<file path="src/rtl/kgp_fetch_pkg.sv">
// rtl/kgp_fetch_pkg.sv - shared types and constants for the instruction fetch unit
package kgp_fetch_pkg;

    typedef enum logic [2:0] {
        ST_IDLE,
        ST_REQ,
        ST_DRAIN,
        ST_HOLD,
        ST_ERR
    } fetch_state_t;

    localparam logic [1:0] ERR_NONE     = 2'b00;
    localparam logic [1:0] ERR_MISALIGN = 2'b01;
    localparam logic [1:0] ERR_TIMEOUT  = 2'b10;

    localparam int DEFAULT_MAX_WAIT = 16;

endpackage

</file>
<file path="src/rtl/instr_fetch_unit_if.sv">
// rtl/instr_fetch_unit_if.sv - instruction memory read bus (level req held until ack)
interface instr_fetch_unit_if #(
    parameter int ADDR_W = 32
);
    logic              mem_req;
    logic [ADDR_W-1:0] mem_addr;
    logic              mem_ack;
    logic [31:0]       mem_rdata;

    modport master (
        output mem_req,
        output mem_addr,
        input  mem_ack,
        input  mem_rdata
    );

    modport slave (
        input  mem_req,
        input  mem_addr,
        output mem_ack,
        output mem_rdata
    );
endinterface

</file>
<file path="src/rtl/fetch_wait_timer.sv">
// rtl/fetch_wait_timer.sv - counts unacknowledged request cycles, flags the MAX_WAIT-th one
module fetch_wait_timer #(
    parameter int MAX_WAIT = 16
) (
    input  logic clk,
    input  logic rst,
    input  logic clear,
    input  logic enable,
    output logic expired
);
    localparam int CNT_W = $clog2(MAX_WAIT + 1);

    logic [CNT_W-1:0] count;

    always_ff @(posedge clk) begin
        if (rst || clear) begin
            count <= '0;
        end else if (enable && (count != CNT_W'(MAX_WAIT))) begin
            count <= count + CNT_W'(1);
        end
    end

    // Count holds the cycles already waited, so the current cycle is number count+1.
    assign expired = enable && (count == CNT_W'(MAX_WAIT - 1));

endmodule

</file>
<file path="src/rtl/instr_fetch_unit.sv">
// rtl/instr_fetch_unit.sv - fetch sequencer: PC -> memory read -> registered instruction to decode
module instr_fetch_unit
    import kgp_fetch_pkg::*;
#(
    parameter int MAX_WAIT = DEFAULT_MAX_WAIT,
    parameter int ADDR_W   = 32
) (
    input  logic              clk,
    input  logic              rst,
    input  logic [ADDR_W-1:0] pc_in,
    input  logic              pc_valid,
    output logic              pc_adv,
    instr_fetch_unit_if.master mem,
    output logic              instr_valid,
    input  logic              instr_ready,
    output logic [31:0]       instr_out,
    output logic [ADDR_W-1:0] instr_pc,
    input  logic              flush,
    output logic              fetch_err,
    output logic [1:0]        err_code
);
    fetch_state_t      state;
    logic              req_q;
    logic [ADDR_W-1:0] addr_q;
    logic              timer_clear;
    logic              timer_en;
    logic              timer_expired;

    assign mem.mem_req  = req_q;
    assign mem.mem_addr = addr_q;

    assign timer_clear = (state == ST_IDLE);
    assign timer_en    = ((state == ST_REQ) || (state == ST_DRAIN)) && !mem.mem_ack;

    // instr_valid is high exactly in HOLD, so this is the decode acceptance.
    assign pc_adv = instr_valid && instr_ready && !flush;

    fetch_wait_timer #(
        .MAX_WAIT (MAX_WAIT)
    ) u_wait_timer (
        .clk     (clk),
        .rst     (rst),
        .clear   (timer_clear),
        .enable  (timer_en),
        .expired (timer_expired)
    );

    always_ff @(posedge clk) begin
        if (rst) begin
            state       <= ST_IDLE;
            req_q       <= 1'b0;
            addr_q      <= '0;
            instr_valid <= 1'b0;
            instr_out   <= '0;
            instr_pc    <= '0;
            fetch_err   <= 1'b0;
            err_code    <= ERR_NONE;
        end else begin
            case (state)
                ST_IDLE: begin
                    if (pc_valid) begin
                        if (pc_in[1:0] == 2'b00) begin
                            addr_q <= pc_in;
                            req_q  <= 1'b1;
                            state  <= ST_REQ;
                        end else begin
                            fetch_err <= 1'b1;
                            err_code  <= ERR_MISALIGN;
                            state     <= ST_ERR;
                        end
                    end
                end
                // Ack beats timeout, timeout beats flush.
                ST_REQ: begin
                    if (mem.mem_ack) begin
                        req_q <= 1'b0;
                        if (flush) begin
                            state <= ST_IDLE;
                        end else begin
                            instr_out   <= mem.mem_rdata;
                            instr_pc    <= addr_q;
                            instr_valid <= 1'b1;
                            state       <= ST_HOLD;
                        end
                    end else if (timer_expired) begin
                        req_q     <= 1'b0;
                        fetch_err <= 1'b1;
                        err_code  <= ERR_TIMEOUT;
                        state     <= ST_ERR;
                    end else if (flush) begin
                        state <= ST_DRAIN;
                    end
                end
                // The request cannot be withdrawn; wait out the ack and drop the data.
                ST_DRAIN: begin
                    if (mem.mem_ack) begin
                        req_q <= 1'b0;
                        state <= ST_IDLE;
                    end else if (timer_expired) begin
                        req_q     <= 1'b0;
                        fetch_err <= 1'b1;
                        err_code  <= ERR_TIMEOUT;
                        state     <= ST_ERR;
                    end
                end
                ST_HOLD: begin
                    if (flush || instr_ready) begin
                        instr_valid <= 1'b0;
                        state       <= ST_IDLE;
                    end
                end
                ST_ERR: begin
                    state <= ST_ERR;
                end
                default: begin
                    state <= ST_IDLE;
                end
            endcase
        end
    end

endmodule

</file>
<file path="src/flat_wrapper.sv">
// flat-port wrapper written by rule: the top's interface ports become plain ports
module instr_fetch_unit_flat import kgp_fetch_pkg::*;
#(
    parameter int MAX_WAIT = DEFAULT_MAX_WAIT,
    parameter int ADDR_W   = 32
)
  (clk, rst, pc_in, pc_valid, pc_adv, instr_valid, instr_ready, instr_out, instr_pc, flush, fetch_err, err_code, mem_mem_req, mem_mem_addr, mem_mem_ack, mem_mem_rdata);
  instr_fetch_unit_if #(.ADDR_W(ADDR_W)) mem_i ();
  input  logic clk;
  input  logic rst;
  input  logic [ADDR_W-1:0] pc_in;
  input  logic pc_valid;
  output logic pc_adv;
  output logic instr_valid;
  input  logic instr_ready;
  output logic [31:0] instr_out;
  output logic [ADDR_W-1:0] instr_pc;
  input  logic flush;
  output logic fetch_err;
  output logic [1:0] err_code;
  output wire logic [$bits(mem_i.mem_req)-1:0] mem_mem_req;
  output wire logic [$bits(mem_i.mem_addr)-1:0] mem_mem_addr;
  input wire logic [$bits(mem_i.mem_ack)-1:0] mem_mem_ack;
  input wire logic [$bits(mem_i.mem_rdata)-1:0] mem_mem_rdata;
  assign mem_mem_req = mem_i.mem_req;
  assign mem_mem_addr = mem_i.mem_addr;
  assign mem_i.mem_ack = mem_mem_ack;
  assign mem_i.mem_rdata = mem_mem_rdata;
  instr_fetch_unit #(.MAX_WAIT(MAX_WAIT), .ADDR_W(ADDR_W)) u_core (.clk(clk), .rst(rst), .pc_in(pc_in), .pc_valid(pc_valid), .pc_adv(pc_adv), .mem(mem_i), .instr_valid(instr_valid), .instr_ready(instr_ready), .instr_out(instr_out), .instr_pc(instr_pc), .flush(flush), .fetch_err(fetch_err), .err_code(err_code));
endmodule
</file>
<file path="config.mk">
export PLATFORM = sky130hd
export DESIGN_NAME = instr_fetch_unit_flat
export DESIGN_NICKNAME = d
export VERILOG_FILES = /design/src/rtl/kgp_fetch_pkg.sv /design/src/rtl/instr_fetch_unit_if.sv /design/src/rtl/fetch_wait_timer.sv /design/src/rtl/instr_fetch_unit.sv /design/src/flat_wrapper.sv
export SDC_FILE = /design/constraint.sdc
export NUM_CORES = 1
export LEC_CHECK = 0
export ABC_AREA = 1
export ABC_CLOCK_PERIOD_IN_PS = 1620
export BUFFER_PORTS_ARGS = -buffer_cell sky130_fd_sc_hd__clkbuf_2
export CORE_ASPECT_RATIO = 1.4
export CORE_MARGIN = 10
export CORE_UTILIZATION = 42
export DETAILED_ROUTE_END_ITERATION = 10
export PLACE_DENSITY_LB_ADDON = 0.12
export SYNTH_ARGS = -nofsm -noshare
export SYNTH_HDL_FRONTEND = slang
export SYNTH_SLANG_ARGS = --single-unit
</file>
<file path="constraint.sdc">
create_clock -name clk -period 1.62 [get_ports clk]
set_clock_uncertainty 0.05 [all_clocks]
set_input_delay 0 -clock clk [delete_from_list [all_inputs] [get_ports clk]]
set_output_delay 0 -clock clk [all_outputs]
set_load 0.02 [all_outputs]
</file>
==> results.md, run 1 <==
* H-Tree Depth at 3
* HP Class: primary input to flop
* Synth area leader: dfxtp_1
* Hold slack at between 0.04 and 0.05 ns
* CP Capture Type: flop
* Vias at between 4000 and 5000
* Mapped Cells at 530
* Die area at ~0.014 sq mm
* Cell chain of the critical path: ha_4 -> nand2_2 -> nor2_2 -> ha_2 -> nor2_2 -> nand4_1 -> nand2_1 -> nor2_2 -> nand2_1 -> nand2_1 -> nor2_1
* Register bit total from synthesis at 109
* Detail Route Antenna Nets at 0
* Register area at approximately 0.0022 sq mm
* Ports at roughly 170
* IO Port Bufs at approximately 170
* Synth-to-Final Area Change at 49.2%
* Commonest cells post-synth: 200 x nor2_1, 109 x dfxtp_1, 65 x o21ai_0
* Wire per inst at between 10 and 15 um
* RSZ-0062 raised after global routing: true
* Worst path max stage delay at between 0.3 and 0.4 ns
* Total length of routed wires at 12800 um
* LEAKAGE at around 2.8 nW
* Post-synth cell types at 22
* Worst Tran Pin Value at roughly 0.34 ns
* Die Wd at between 100 and 150 um
* Crit-path max FO at 4
* Vias/cell at 4.79
* Clk pin slew, worst setup/hold paths at 0.07 ns
* Worst path required time at around 1.8 ns
* Ys async rst share at 0
* Cts bufs inserted at 9
* Most frequent cell after synthesis: nor2_1
* Row Count at 42
* Total chip power at between 5 and 6 mW
* Ys Warns at 0
* Sequential-to-total area share from yosys stat at 0.538
* Grt ovf at 0
* Post-synth EDFFs at 0
* CTS root buf: clkbuf_16
* Clock Latency Late Sink at ~0.34 ns
* Synth Cell Area at around 0.0041 sq mm
* Number of global-route vias before repair at roughly 4200
* Detailed Routing Iterations Pass 1 at 5
* Crit Path Class: flop to flop
* CTS Buffer Depth at 2
* Fillers at around 840
* Worst vdd ir at 0.561 mV
* Worst Setup Start Kind: flop
* Min cycle time layout at 1.51 ns
* Overall routing resource usage at 0.179
* Count of final max-slew check failures at 0
* Final worst-path cycle share at 0.931
* Final Hold Viols at 0
* Routability cong. at around 0.89
* R2R Setup Slk at ~0.11 ns
* Post-place instance area at 0.00505 sq mm
* Initial drt markers at 146
* CTS tree: yes
* Starting Density at 0.428
* CTS Sinks at approximately 110
* Largest net degree at the start of global routing at 42
* Power Density at 976 mW/mm^2
* Outcome: finished, final reports clean
* Achievable clock frequency at about 0.66 GHz
* Die H at between 100 and 150 um
* Ys flop type: dfxtp_1
* Crit path DAT at around 1.7 ns
* Critical Path Slowest Stage Cell: dfxtp_4
* HPWL Detailed at 8910 um
* Largest cells by area after synthesis: dfxtp_1 54%, nor2_1 19%, o21ai_0 8.0%
* Final Instance Area at 0.00605 sq mm
* Multi-input logic area at 0.00165 sq mm
* CORE AREA at about 0.0095 sq mm
* First-pass GRT wire length at between 20000 and 25000 um
* Slew headroom at 0.770
* # setup viols final at 0
* Net count after synthesis at roughly 600
* Max-Cap Viols at 0
* Initial antenna violation count at 0
* Syn_area_per_cell at about 7.6 sq um
* Layout Nets at approximately 840
* # DRC at 0
* Share of cells above drive strength 1 at 0.290
* Share of the synthesized area in the top cell type at 0.538
==> metal layers <==
metal / GRT usage / vias to the layer above / part of all wire
li1: - / 2164 / -
met3: 0.0579 / 24 / 0.083
met5: 0 / - / 0
met4: 0.0915 / 0 / 0.027
met2: 0.304 / 129 / 0.50
met1: 0.192 / 1882 / 0.39
==> kinds of logic (layout without fill, tap and decap cells) <==
family | Yosys count | after routing | share of synthesized area
buffers and inverters | 53 | 288 | 0.0627
XOR/XNOR | 2 | 2 | 0.00432
AO/OA/AOI/OAI | 115 | 115 | 0.144
adder cells (fa/ha/maj) | 3 | 3 | 0.00926
other | 0 | 2 | 0
AND/OR/NAND/NOR | 248 | 248 | 0.241
flip-flops | 109 | 109 | 0.538
==> registers in the layout, summed over array words and instances, names as in the netlist <==
name                       cells
u_core.err_code                2
u_core.fetch_err               1
u_core.instr_out              32
u_core.instr_pc               32
u_core.instr_valid             1
u_core.mem.mem_addr           32
u_core.mem.mem_req             1
u_core.state                   3
u_core.u_wait_timer.count      5
==> report_power, final <==
| part | internal (mW) | leakage, nW | switching, mW |
|---|---|---|---|
| clock | 1.22 | 0.139 | 0.892 |
| sequential | 2.79 | 0.884 | 0.0805 |
| combinational | 0.396 | 1.73 | 0.522 |
==> area by class of cell <==
| cell class | count | share of cell area |
|---|---|---|
| sequential | 109 | 0.362 |
| timing repair buffer | 250 | 0.280 |
| multi-input combinational | 368 | 0.273 |
| clock buffer | 12 | 0.0408 |
| tap | 110 | 0.0228 |
| inverter | 24 | 0.0149 |
| clock inverter | 2 | 0.00579 |
| antenna | 2 | 0.000827 |
==> repair_timing <==
action	4_1_cts	5_1_grt
endpoints found under the setup margin	0	58
endpoints found under the hold margin	69	0
gates resized for setup	0	16
buffers inserted	0	2
hold buffers	64	0
==> layout by cell type, fill, tap and decap left out, drive strengths merged <==
cell type,netlist,routed
ha,3,3
nor2,202,202
inv,24,24
a21oi,14,14
buf,18,15
bufinv,0,1
nor4,1,1
nand2,25,25
dfxtp,109,109
clkinv,0,1
nand4,2,2
nand3,16,16
diode,0,2
xor2,2,2
clkbuf,11,183
dlygate4sd3,0,64
nor3,2,2
o21ai,101,101
==> worst max-delay path: cells and delay by family, from the launching register on <==
kind	cells	cell delay, ns
simple gates	9	0.64
fa+ha+maj	2	0.35
flops	1	0.36
==> path summary, 6_finish.rpt <==
check,cells after the start,startpoint,endpoint
worst min register to register,2,u_core.fetch_err,u_core.fetch_err
worst max-delay path,11,u_core.u_wait_timer.count[0],u_core.state[1]
worst min-delay path,4,mem_mem_ack,u_core.fetch_err
worst max register to register,11,u_core.u_wait_timer.count[0],u_core.state[1]
==> stage by stage <==
| step | setup WS (ns) | utilization | setup TNS, ns | cells |
|---|---|---|---|---|
| floorplan | 0.143 | - | 0 | 530 |
| global placement | 0.0448 | 0.534 | 0 | 795 |
| detailed placement | 0.0158 | 0.534 | 0 | 795 |
| CTS | 0.00872 | 0.632 | 0 | 873 |
| global route | -0.0159 | 0.639 | -0.0159 | 875 |
| finish | 0.112 | 0.639 | 0 | 877 |
Note: power is estimated with default switching activity, not from simulation.
==> run 2, diff against run 1 <==
Settings changed: ABC_AREA 1 to not set.
==> run 2 against run 1 <==
  * The flow now finishes with violations (setup timing)
  * Setup slack got worse by 0.16 ns
  * Cell count shrank 3.1%
  * Highest routed layer unchanged
  * Register-to-register slack lost 0.16 ns
  * Clock power is 5% higher
  * Design area increased by 1.4%
  * Sequential power is 4% lower
  * Critical path depth down 4
  * Largest cell class unchanged
  * Synthesized cell count down 5.7%
  * Non-clock buffer count up 8
  * Total power shrank 6.0%
  * Clock-buffer cell count fell by 1
==> results.md, run 2 <==
* Outcome: finished with violations
* Failing checks: setup timing
* Post-synth EDFFs at 0 (unchanged)
* H-Tree Depth at 3 (unchanged)
* Synth Cell Area at 0.00404 sq mm (-0.28%)
* CP Capture Type: flop
* Final setup margin at -0.0455 ns (-0.158 ns)
* Sequential-to-total area share from yosys stat at 0.540 (+0.00150)
* Total chip power at 5.55 mW (-6.0%)
* Largest cells by area after synthesis: dfxtp_1 54%, nand2_1 18%, a21oi_1 13%
* Share of cells above drive strength 1 at 0.305 (+0.0152)
* Final worst-path cycle share at 1.03 (+0.0974)
* Ports at 172 (unchanged)
* Detailed Routing Iterations Pass 1 at 4 (-1)
* # DRC at 0 (unchanged)
* HPWL Detailed at 8580 um (-3.6%)
* Final Hold Viols at 0 (unchanged)
* Hold Crit Start: pc_in[0]
* Syn_area_per_cell at 8.08 sq um (+5.7%)
* IO Port Bufs at 171 (unchanged)
* Most frequent cells in the layout: 189 x nand2_1, 170 x clkbuf_2, 107 x dfxtp_1, 102 x a21oi_1, 67 x dlygate4sd3_1
* Crit Path Class: flop to flop
* Row Count at 42 (unchanged)
* Post-place instance area at 0.00512 sq mm (+1.3%)
* Die H at 136 um (-0.12%)
* Synth Area in XOR/XNOR at 0.0105 (+0.00620)
* Layout Nets at 808 (-3.2%)
* Wire per inst at 15.1 um (+3.2%)
* Worst path required time at 1.84 ns (+0.03 ns)
* Total length of routed wires at 12800 um (about the same)
* DP Worst Slack at -0.0671 ns (-0.0829 ns)
* Power Density at 905 mW/mm^2 (-7.3%)
* Cell family with most CP delay: simple AND/OR/NAND/NOR gates
* Critical Path Slowest Stage Cell: or4b_1
* First-pass GRT wire length at 20300 um (+1.1%)
* Overall routing resource usage at 0.179 (+0.000561)
* Post-synth cell types at 37 (+68%)
* Inst Count DP at 767 (-3.5%)
* Achievable clock frequency at 0.600 GHz (-9.5%)
* CTS Sinks at 109 (unchanged)
* Area share of fa/ha/maj cells after synthesis at 0.00929 (+0.0000258)
* Fillers at 796 (-5.4%)
* Routability cong. at 0.866 (-2.7%)
* CORE AREA at 0.00941 sq mm (-0.56%)
* Initial antenna violation count at 0 (unchanged)
* Final cell count without fillers at 850 (-3.1%)
* Worst path max stage delay at 0.46 ns (+0.10 ns)
* Cts bufs inserted at 9 (unchanged)
* Count of final max-slew check failures at 0 (unchanged)
* Worst Tran Pin Value at 0.442 ns (+0.0981 ns)
* Slew headroom at 0.704 (-0.0665)
* Vias/cell at 4.88 (+2.0%)
* Synth Area in Simple Gates at 0.241 (-0.000875)
* Register bit total from synthesis at 109 (unchanged)
* Detail Route Antenna Nets at 0 (unchanged)
* Synth area leader: dfxtp_1
* Mapped Cells at 500 (-5.7%)
* Crit Reg-Reg Startpoint: u_core.u_wait_timer.count[0]
* CTS Buffer Depth at 2 (unchanged)
* Grt ovf at 0 (unchanged)
* Post-synthesis mux area share at 0.00495 (+0.00495)
* Vias at 4152 (-1.1%)
* Starting Density at 0.430 (+0.00120)
* Number of global-route vias before repair at 4130 (-0.91%)
* Min cycle time layout at 1.67 ns (+0.158 ns)
* Complex-gate fraction of the synthesized area at 0.150 (+0.00659)
* Clock Latency Late Sink at 0.34 ns (about the same)
* RSZ-0062 raised after global routing: true
* Ys async rst share at 0 (unchanged)
* Ys flop type: dfxtp_1
* Worst vdd ir at 0.632 mV (+13%)
* Commonest cells post-synth: 189 x nand2_1, 109 x dfxtp_1, 103 x a21oi_1
* Share of the synthesized area in the top cell type at 0.540 (+0.00150)
* Clk pin slew, worst setup/hold paths at 0.07 ns (about the same)
* Diode count at 0 (-2)
* Synth-to-Final Area Change at 51.8%
* HP Class: primary input to flop
* Largest family of logic cells by synthesized area: simple AND/OR/NAND/NOR gates
* CTS root buf: clkbuf_16
* Die Wd at 103 um (-0.11%)
* Max-Cap Viols at 0 (unchanged)
* Crit path DAT at 1.89 ns (+0.19 ns)
* Final Instance Area at 0.00613 sq mm (+1.4%)
* Ys Warns at 0 (unchanged)
* Critical Path Start: u_core.u_wait_timer.count[0]
* # setup viols final at 3 (+3)
* Crit-path max FO at 2 (-2)
* Worst Setup Start Kind: flop
* Initial drt markers at 182 (+25%)
* Most common cell after layout, fill and taps aside: nand2_1
* Net count after synthesis at 573 (-5.0%)
* Most frequent cell after synthesis: nand2_1
* Largest net degree at the start of global routing at 98 (+130%)
* Cell chain of the critical path: ha_4 -> and3_4 -> ha_4 -> nor2_4 -> a21oi_2 -> or4b_1 -> mux2i_1
* Crit-path most repeated cell: ha_4
* LEAKAGE at 2.54 nW (-7.8%)
* Die area at 0.0140 sq mm (-0.23%)
* CP bufs+invs at 0 (unchanged)
* CTS tree: yes
-- run 2: stage by stage --
step | setup TNS (ns) | hold slack [ns] | util
2_1_floorplan | -0.0263 | 0.0860 | -
5_1_grt | -1.35 | 0.0978 | 0.652
3_5_place_dp | -0.107 | 0.178 | 0.545
3_3_place_gp | -0.0254 | 0.173 | 0.545
4_1_cts | -0.0719 | 0.0583 | 0.650
6_report | -0.0808 | 0.0694 | 0.652
-- run 2: where the power goes --
group	total (mW)	switching, mW	internal (mW)
Sequential	2.76	0.0336	2.72
Combinational	0.587	0.301	0.286
Clock	2.21	0.965	1.24
-- run 2: logic make-up (layout without fill, tap and decap cells) --
group | after synthesis | count (layout)
AND/OR/NAND/NOR | 228 | 228
buffers and inverters | 41 | 281
XOR/XNOR | 4 | 4
multiplexers | 2 | 2
AO/OA/AOI/OAI | 113 | 113
adder cells (fa/ha/maj) | 3 | 3
flip-flops | 109 | 109
-- run 2: metal layers --
layer / global-route usage / vias up / share of wire
met5: 0 / - / 0
met1: 0.206 / 1866 / 0.42
met3: 0.0589 / 18 / 0.091
li1: - / 2113 / -
met4: 0.0775 / 0 / 0.021
met2: 0.295 / 155 / 0.47
-- run 2: tightest hold or removal path: stages --
cell and delay, ns:
clkbuf_2 0.09, nor2_1 0.07, a21oi_1 0.15, o32ai_1 0.10
-- run 2: cell type report --
cell class | instances | area (sq um) | area share
clock buffers | 11 | 243 | 0.0396
clock inverters | 5 | 60.1 | 0.00979
well taps | 110 | 138 | 0.0224
multi-input cells | 350 | 1740 | 0.283
repair buffers | 258 | 1750 | 0.285
inverters | 7 | 26.3 | 0.00428
flip-flops and latches | 109 | 2180 | 0.356
-- run 2: worst paths after layout --
kind / to / cells after the start / slack (ns)
max: u_core.state[1] / 7 / -0.05
min: u_core.state[0] / 4 / 0.07
min reg2reg: u_core.instr_out[29] / 2 / 0.40
max reg2reg: u_core.state[1] / 7 / -0.05
-- run 2: repair_timing --
item | in CTS | in global routing
gates cloned | 0 | 0
resized for setup | 2 | 5
hold buffers | 67 | 0
endpoints found under the setup margin | 4 | 69
endpoints found under the hold margin | 69 | 0
pin swaps | 2 | 1
setup buffers | 0 | 0
==> run 3, diff against run 2 <==
Settings changed: CORE_ASPECT_RATIO 1.4 to 1.1, GPL_ROUTABILITY_DRIVEN set to 0, SKIP_LAST_GASP set to 1.
==> run 3 against run 2 <==
  * The run still ends with setup timing left
  * Worst hold slack got worse by 0.040 ns
  * Sequential cell count did not move
  * Design area is 0.92% lower
  * Global-route usage is 0.28 points lower
  * Sequential power hardly changed
  * Clock power down 31%
  * Routed wire length is 0.47% higher
  * Cell count is 0.94% higher
  * Die area shrank 0.37%
  * Register-to-register slack hardly changed
  * Non-clock buffer count is 1 higher
  * Utilization is 0.54 points lower
==> results.md, run 3 (synthesized netlist as in run 2, its figures left out) <==
* Wire per inst at 15.0 um (-0.47%)
* IO Port Bufs at 171 (unchanged)
* Min cycle time layout at 1.65 ns (-0.0125 ns)
* Hold Crit Start: pc_in[1]
* Grt peak-use layer: met2
* Cell chain of the critical path: ha_4 -> and3_4 -> ha_4 -> nor2_4 -> a21oi_2 -> or4b_1 -> mux2i_1
* Sw Pwr at 1.26 mW (-3.0%)
* Hold path depth at 4 (unchanged)
* Critical Path Slowest Stage Cell: or4b_1
* R2R depth at 7 (unchanged)
* Detailed Routing Iterations Pass 1 at 4 (unchanged)
* Cts bufs inserted at 9 (unchanged)
* P_int at 3.63 mW (-15%)
* Largest net degree at the start of global routing at 72 (-27%)
* GR Util met3 at 0.0605 (+0.00157)
* Clk pin slew, worst setup/hold paths at 0.10 ns (+0.03 ns)
* Worst Tran Pin Value at 0.445 ns (+0.00273 ns)
* Ports at 172 (unchanged)
* Synth-to-Final Area Change at 50.4%
* H-Tree Depth at 3 (unchanged)
* Slew headroom at 0.702 (-0.00183)
* Achievable clock frequency at 0.605 GHz (+0.76%)
* Switching Fraction at 0.258 (+0.0238)
* Detail Route Antenna Nets at 0 (unchanged)
* Worst path required time at 1.87 ns (+0.03 ns)
* Die H at 123 um (-9.7%)
* # DRC at 0 (unchanged)
* Failing checks: setup timing
* CTS Sinks at 109 (unchanged)
* Final setup margin at -0.0330 ns (+0.0125 ns)
* Most frequent cells in the layout: 189 x nand2_1, 170 x clkbuf_2, 106 x dfxtp_1, 102 x a21oi_1, 66 x dlygate4sd3_1
* LEAKAGE at 2.51 nW (-1.3%)
* Met1 usage at 0.206 (about the same)
* Most common cell after layout, fill and taps aside: nand2_1
* Sequential share of power at 0.565 (+0.068)
* Total length of routed wires at 12900 um (+0.47%)
* HP Class: primary input to flop
* Count of final max-slew check failures at 0 (unchanged)
* Die area at 0.0140 sq mm (-0.37%)
* Comb power frac at 0.121 (+0.015)
* Crit Reg-Reg Startpoint: u_core.u_wait_timer.count[1]
* Inst Count DP at 775 (+1.0%)
* Crit-path max FO at 2 (unchanged)
* CP Capture Type: flop
* Worst vdd ir at 0.598 mV (-5.3%)
* Worst path max stage delay at 0.46 ns (about the same)
* Starting Density at 0.430 (about the same)
* Reg2reg end: u_core.state[1]
* Final cell count without fillers at 858 (+0.94%)
* Initial antenna violation count at 0 (unchanged)
* Row Count at 37 (-12%)
* Final worst-path cycle share at 1.02 (-0.00772)
* Crit path DAT at 1.90 ns (about the same)
* Worst Setup Start Kind: flop
* Share of cells above drive strength 1 at 0.316 (+0.0104)
* Power Density at 804 mW/mm^2 (-11%)
* Outcome: finished with violations
* Setup_tns at -0.0330 ns (+0.0478 ns)
* HPWL Detailed at 8590 um (+0.11%)
* CTS root buf: clkbuf_8
* Crit Path Class: flop to flop
* Final Hold Viols at 0 (unchanged)
* CP bufs+invs at 0 (unchanged)
* RSZ-0062 raised after global routing: true
* Diode count at 0 (unchanged)
* Cell family with most CP delay: simple AND/OR/NAND/NOR gates
* Clock power frac at 0.314 (-0.084)
* Post-place instance area at 0.00513 sq mm (about the same)
* CTS tree: yes
* CTS Buffer Depth at 2 (unchanged)
* Grt ovf at 0 (unchanged)
* Final Instance Area at 0.00608 sq mm (-0.92%)
* First-pass GRT wire length at 20500 um (+0.99%)
* Hold EP: u_core.state[0]
* Die Wd at 114 um (+10%)
* Vias at 4160 (+0.19%)
* CORE AREA at 0.00940 sq mm (about the same)
* R2R Setup Slk at -0.03 ns (about the same)
* Met2 Track Usage GR at 0.294 (-0.000889)
* # setup viols final at 1 (-2)
* Number of global-route vias before repair at 4147 (+0.41%)
* Overall routing resource usage at 0.177 (-0.00282)
* Initial drt markers at 257 (+41%)
* Crit-path most repeated cell: ha_4
* Clock Latency Late Sink at 0.37 ns (+0.03 ns)
* Vias/cell at 4.85 (-0.74%)
* Layout Nets at 809 (+0.12%)
* Max-Cap Viols at 0 (unchanged)
run 3: cell types whose count changed in the layout (fill, tap and decap cells not counted), moves of 3 or more:
cell / delta
clkinvlp_4: -3
clkbuf_16: -8
clkbuf_8: +9
buf_4: +3
clkinv_4: +3
run 3: how the worst max path moves through the flow:
stage	start	to	slack (ns)	cells after the start
after floorplan	u_core.u_wait_timer.count[0]	u_core.state[1]	-0.03	7
after global placement	u_core.u_wait_timer.count[0]	u_core.state[1]	-0.04	7
after detailed placement	u_core.u_wait_timer.count[0]	u_core.u_wait_timer.count[4]	-0.07	7
after CTS	u_core.u_wait_timer.count[0]	u_core.state[1]	-0.04	7
after global routing	u_core.u_wait_timer.count[1]	u_core.state[1]	-0.09	7
final	u_core.u_wait_timer.count[1]	u_core.state[1]	-0.03	7
run 3: cell type report:
type | instances | area [sq um]
well taps | 117 | 146
inverters | 7 | 26.3
clock inverters | 6 | 47.5
multi-input cells | 350 | 1780
clock buffers | 10 | 138
flip-flops and latches | 109 | 2190
fillers | 825 | 3320
repair buffers | 259 | 1750
run 3: repair_timing:
item / 4_1_cts / 5_1_grt
gates resized for setup: 4 / 11
endpoints found under the hold margin: 67 / 0
cloned: 0 / 1
buffers inserted: 0 / 1
pin swaps: 0 / 5
setup endpoints to repair: 4 / 52
hold buffers: 66 / 0
run 3: stage by stage:
step	setup WS (ns)	hold slack (ns)	utilization	power (mW)
3_3_place_gp	-0.0375	0.173	0.545	3.25
3_5_place_dp	-0.0702	0.180	0.545	3.26
6_report	-0.0330	0.0295	0.647	4.89
2_1_floorplan	-0.0263	0.0860	-	3.06
4_1_cts	-0.0368	0.00951	0.639	4.92
5_1_grt	-0.0876	0.0387	0.647	5.10
run 3: power by group through the flow:
stage,Clock [mW],Combinational [mW],Sequential [mW]
after floorplan,0,0.191,2.86
after global placement,0,0.433,2.82
after detailed placement,0,0.437,2.82
after CTS,1.58,0.571,2.76
after global routing,1.68,0.645,2.77
final,1.53,0.591,2.76
run 3: worst min-delay path, cell delays in order:
cell and delay (ns):
clkbuf_2 0.09, nor2_1 0.07, a21oi_1 0.15, o32ai_1 0.10
run 3: per-layer routing:
metal  vias to the layer above  wire length, um
met4                         0              238
met1                      1880             5310
met5                         -                0
met3                        19             1040
met2                       154             6270
li1                       2107                -
